### src/rtl/ysyx_24100005_fetch_ctrl.sv
// ============================================================================
// Module   : ysyx_24100005_fetch_ctrl
// Brief    : Multi-cycle fetch sequencer (IDLE/REQ/WAIT/EXEC/HALT) owning the PC.
//            Optional fetch watchdog enabled by defining FETCH_TIMEOUT_EN.
// Revision : 1.0  initial release
// ============================================================================
`default_nettype none

module ysyx_24100005_fetch_ctrl #(
  parameter logic [31:0] RESET_PC    = 32'h8000_0000,
  parameter int          CNT_W       = 32,
  parameter int          TIMEOUT_CYC = 256
) (
  input  logic             clk,
  input  logic             rst,
  input  logic             halt,
  output logic             imem_req_valid,
  input  logic             imem_req_ready,
  output logic [31:0]      imem_addr,
  input  logic             imem_rsp_valid,
  input  logic [31:0]      imem_rsp_data,
  output logic             imem_rsp_ready,
  output logic [31:0]      inst,
  output logic             inst_valid,
  input  logic             exec_done,
  input  logic             jump_en,
  input  logic [31:0]      jump_target,
  output logic [31:0]      pc,
  output logic             idle,
  output logic [CNT_W-1:0] icnt,
  output logic             err
);

  typedef enum logic [2:0] {
    S_IDLE = 3'd0,
    S_REQ  = 3'd1,
    S_WAIT = 3'd2,
    S_EXEC = 3'd3,
    S_HALT = 3'd4
  } state_t;

  state_t           r_state;
  state_t           w_next;
  logic [31:0]      r_pc;
  logic [31:0]      r_inst;
  logic [CNT_W-1:0] r_icnt;
  logic             w_tmo;
  logic             w_retire;

  assign w_retire = (r_state == S_EXEC) && exec_done;

  always_comb begin
    w_next = r_state;
    unique case (r_state)
      S_IDLE: if (!halt)          w_next = S_REQ;
      S_REQ:  if (imem_req_ready) w_next = S_WAIT;
      S_WAIT: if (imem_rsp_valid) w_next = S_EXEC;
      S_EXEC: if (exec_done)      w_next = halt ? S_IDLE : S_REQ;
      S_HALT:                     w_next = S_HALT;
      default:                    w_next = S_IDLE;
    endcase
    // A handshake completing on the final watchdog cycle still wins.
    if (w_tmo && (w_next == r_state)) w_next = S_HALT;
  end

  always_ff @(posedge clk) begin
    if (!rst) begin
      r_state <= S_IDLE;
      r_pc    <= RESET_PC;
      r_inst  <= 32'd0;
      r_icnt  <= '0;
    end else begin
      r_state <= w_next;
      if ((r_state == S_WAIT) && imem_rsp_valid) r_inst <= imem_rsp_data;
      if (w_retire) begin
        r_pc   <= jump_en ? {jump_target[31:2], 2'b00} : r_pc + 32'd4;
        r_icnt <= r_icnt + CNT_W'(1);
      end
    end
  end

`ifdef FETCH_TIMEOUT_EN
  localparam int c_tcnt_w = $clog2(TIMEOUT_CYC + 1);

  logic [c_tcnt_w-1:0] r_tcnt;
  logic                r_err;

  assign w_tmo = ((r_state == S_REQ) || (r_state == S_WAIT)) &&
                 (r_tcnt == c_tcnt_w'(TIMEOUT_CYC - 1));

  always_ff @(posedge clk) begin
    if (!rst) begin
      r_tcnt <= '0;
      r_err  <= 1'b0;
    end else begin
      if ((r_state != S_REQ) && (w_next == S_REQ)) r_tcnt <= '0;
      else if ((r_state == S_REQ) || (r_state == S_WAIT)) r_tcnt <= r_tcnt + c_tcnt_w'(1);
      if (w_next == S_HALT) r_err <= 1'b1;
    end
  end

  assign err = r_err;
`else
  logic w_unused_tmo;
  assign w_unused_tmo = |TIMEOUT_CYC;
  assign w_tmo        = 1'b0;
  assign err          = 1'b0;
`endif

  assign imem_req_valid = (r_state == S_REQ);
  assign imem_rsp_ready = (r_state == S_WAIT);
  assign inst_valid     = (r_state == S_EXEC);
  assign idle           = (r_state == S_IDLE);
  assign imem_addr      = r_pc;
  assign pc             = r_pc;
  assign inst           = r_inst;
  assign icnt           = r_icnt;

endmodule

`default_nettype wire

### config.mk
export PLATFORM = sky130hd
export DESIGN_NAME = ysyx_24100005_fetch_ctrl
export DESIGN_NICKNAME = d
export VERILOG_FILES = /design/src/rtl/ysyx_24100005_fetch_ctrl.sv
export SDC_FILE = /design/constraint.sdc
export NUM_CORES = 1
export LEC_CHECK = 0
export CAP_MARGIN = 20
export CORE_MARGIN = 1
export CORE_UTILIZATION = 40
export DETAILED_ROUTE_END_ITERATION = 8
export DONT_BUFFER_PORTS = 1
export GPL_TIMING_DRIVEN = 0
export PLACE_DENSITY_LB_ADDON = 0.12
export SLEW_MARGIN = 20
export SYNTH_ARGS = -nofsm -noshare
export SYNTH_HDL_FRONTEND = slang
export SYNTH_SLANG_ARGS = --single-unit
export TNS_END_PERCENT = 50
### constraint.sdc
create_clock -name clk -period 1.98 [get_ports clk]
set_input_delay 0.198 -clock clk [delete_from_list [all_inputs] [get_ports clk]]
set_output_delay 0.198 -clock clk [all_outputs]
set_load 0.01 [all_outputs]
==> run_results.csv <==
group,metric,value,unit
outcome,status,"completed",
cells_and_area,layout-drive-gt1-share,18.3,%
timing,final_max_slew_viol_count,0,
critical_path,cp_top_family,"simple AND/OR/NAND/NOR gates",
cells_and_area,fin_nets,801,
clock_tree,htree_num_levels,3,
floorplan,initial_core_util,41.4,%
routing,drc,0,
synthesis,syn_inst,675,
placement,dpl.hpwl,12.3,mm
cells_and_area,antennaDiodeCount,0,
clock_tree,numClockSinks,97,
timing,rsz0062_at_grt,"true",
routing,viasPerCell,6.08,
floorplan,io_pins,204,
synthesis,synthDistinctLibCells,61,
clock_tree,path_clk_slew,0.07,ns
clock_tree,cts_buffers,9,
global_route,gr-total-overflow,0,
synthesis,avgSynthCellArea,7.81,um^2
global_route,grt_pass1_vias,5101,
timing,finalCriticalPeriod,1.90,ns
pwr,ir_drop,0.000380,V
synthesis,async_flop_share,0,%
synthesis,yosys_warnings,0,
floorplan,fp.coreArea,12700,um^2
routing,ant_nets,0,
timing,worst_slew_margin_rel,53.7,%
floorplan,fp.dieW,117,um
floorplan,rows,41,
synthesis,ys_seq_area_share,36.9,%
critical_path,cp_slowest_cell,"or4_4",
synthesis,ys_seq_elements,97,
timing,timing.fmax,526,MHz
flow_run,max-cap-violations,0,
critical_path,crit_path_max_incr_delay,0.57,ns
cells_and_area,fillers,1275,
floorplan,die_area,13600,um^2
placement,port-buffer-count,0,
critical_path,path_cells,"ha_2, nand3_4, or4_4, o311ai_4, o211ai_1",
critical_path,cp_num_buf_inv,0,
pwr,p_total,0.00418,W
placement,gp_congestion,0.863,
routing,first_pass_iters,5,
timing,worst_hold_slack,0.0135,ns
cells_and_area,area_delta_synth_final,21.0,%
critical_path,path_class,"register to register",
timing,fin_skew,0.00772,ns
synthesis,ys.flop_type,"dfxtp_1",
global_route,antenna_found_initial,0,
global_route,grt_usage,25.9,%
global_route,grt_pass1_wl,27.1,mm
timing,worst_pin_slew,0.695,ns
timing,final-setup-viol-count,0,
critical_path,worst_setup_path_end_kind,"register",
clock_tree,cts_root_buf,"clkbuf_16",
critical_path,cp.arrival,2.13,ns
floorplan,floorplan.die.height,117,um
timing,post-route-period-util,96.0,%
cells_and_area,fin_util,50.1,%
cells_and_area,regArea,1980,um^2
synthesis,synth_enable_flop_cells,0,
pwr,p_leak,2.21,nW
routing,routedWlPerCell,19.4,um
clock_tree,clk_latency,0.35,ns
timing,tns,0,ns
critical_path,cp.required,2.21,ns
timing,hold_viol_final,0,
routing,routed_wl,17.6,mm
routing,drtIter0Drc,522,
clock_tree,cts_buffer_depth,2,
global_route,grt_max_degree,16,
critical_path,start_kind,"register",
routing,num_vias,5499,
critical_path,crit_path_max_fanout,8,
synthesis,synth_area,5270,um^2
cells_and_area,multiInputGateArea,2940,um^2
worst_hold_path,min-delay-path-class,"input port to register",
clock_tree,tritoncts,"done",
pwr,power-per-cell-area,655,nW/um^2
state kept, by name, summed over array words and instances, names as in the netlist:
name	cells
r_state	3
inst	32
icnt	32
imem_addr	30
Yosys cell counts, drive strengths merged (2+ instances only):
cell type	count	area [um^2]
a211o	2	17.5
a21o	2	15.0
a21oi	64	320
a22oi	9	67.6
a311o	3	30.0
a31oi	18	113
a32oi	2	17.5
and2	4	25.0
and3	14	87.6
and4	10	90.1
and4b	2	20.0
buf	55	372
clkbuf	32	120
dfxtp	97	1940
ha	2	25.0
inv	11	41.3
mux2i	2	20.0
nand2	110	413
nand2b	4	25.0
nand3	34	175
nand3b	5	37.5
nand4	24	186
nor2	30	113
nor2b	5	31.3
nor3	16	80.1
nor3b	2	15.0
nor4	11	81.3
nor4b	3	26.3
o211ai	5	37.5
o21a	5	37.5
o21ai	9	45.0
o22ai	6	37.5
o311ai	5	43.8
o31a	2	17.5
o31ai	21	158
or3	7	43.8
or4	21	158
xnor2	2	17.5
xor2	7	61.3
power breakdown:
part	internal (W)	switching, W	total [W]	leakage [nW]
combinational	0.000134	0.000194	0.000328	1.26
clock	0.00105	0.000778	0.00183	0.149
sequential	0.00198	0.0000447	0.00202	0.796
worst reg2reg max path, stage by stage, from the launching register on:
cell	delay, ns
dfxtp_4	0.41
ha_2	0.25
nand3_4	0.13
or4_4	0.57
o311ai_4	0.31
o211ai_1	0.12
layout by cell type (no fill, tap or decap), types with 4 or more instances in the layout:
cell and instances:
a22oi_1 9, nand4_1 21, nand2b_1 4, o211ai_1 5, nor2_1 30, nand3b_1 5
buf_4 46, conb_1 5, nor2b_1 4, and3_1 14, xor2_1 7, dfxtp_1 72
inv_1 11, o21ai_0 9, nor4_1 7, a21oi_1 64, or3_1 7, o31ai_1 20
dlygate4sd3_1 31, nand3_2 4, clkbuf_1 22, dfxtp_2 22, nand3_1 29, o22ai_1 6
and4_1 8, nor3_1 15, nand2_1 110, or4_1 20, buf_6 5, clkbuf_16 9
o21a_1 5, clkbuf_2 9, buf_2 10, a31oi_1 18
path summary, 6_finish.rpt:
check / from / endpoint / slack, ns / depth (start not counted)
worst min register to register: inst[28] / inst[28] / 0.51 / 2
worst min-delay path: imem_rsp_data[14] / inst[14] / 0.01 / 2
worst max register to register: imem_addr[2] / imem_addr[22] / 0.08 / 5
worst max-delay path: imem_addr[2] / imem_addr[22] / 0.08 / 5
timing repair:
item | CTS | global route
setup buffers | 6 | 2
resized for setup | 33 | 44
pin swaps | 5 | 0
setup endpoints to repair | 50 | 72
hold buffers | 31 | 0
endpoints found under the hold margin | 31 | 0
area by class of cell:
| type | instances | share of cell area, % |
|---|---|---|
| tap | 172 | 3.37 |
| clock inverter | 4 | 0.804 |
| inverter | 11 | 0.647 |
| timing repair buffer | 39 | 5.87 |
| sequential | 97 | 31.1 |
| multi-input combinational | 484 | 46.0 |
| clock buffer | 12 | 4.02 |
| buffer | 86 | 8.20 |
metal layers:
layer / part of all wire [%] / track usage [%] / wire length [um]
met5: 0 / 0 / 0
met1: 42 / 32.6 / 7340
met2: 47 / 41.3 / 8280
met4: 2.7 / 11.6 / 469
met3: 8.5 / 7.11 / 1490
through the flow:
step	cells	instance area, um^2	setup slack, ns
after floorplan	679	5280	0.00738
after global placement	851	5500	-0.622
after detailed placement	851	5500	-0.627
after CTS	904	6250	0.0104
after global routing	905	6380	-0.0161
final	905	6380	0.0784
kinds of logic (layout without fill, tap and decap cells):
kind of cell	count (synthesis)	after routing	synth area share, %
other cells	1	5	0.0712
mux	2	2	0.380
buf+inv	98	152	10.1
flops	97	97	36.9
simple gates	304	304	30.8
fa+ha+maj	2	2	0.475
compound gates	162	162	19.8
xor+xnor	9	9	1.50
(Power assumes the default switching activity.)
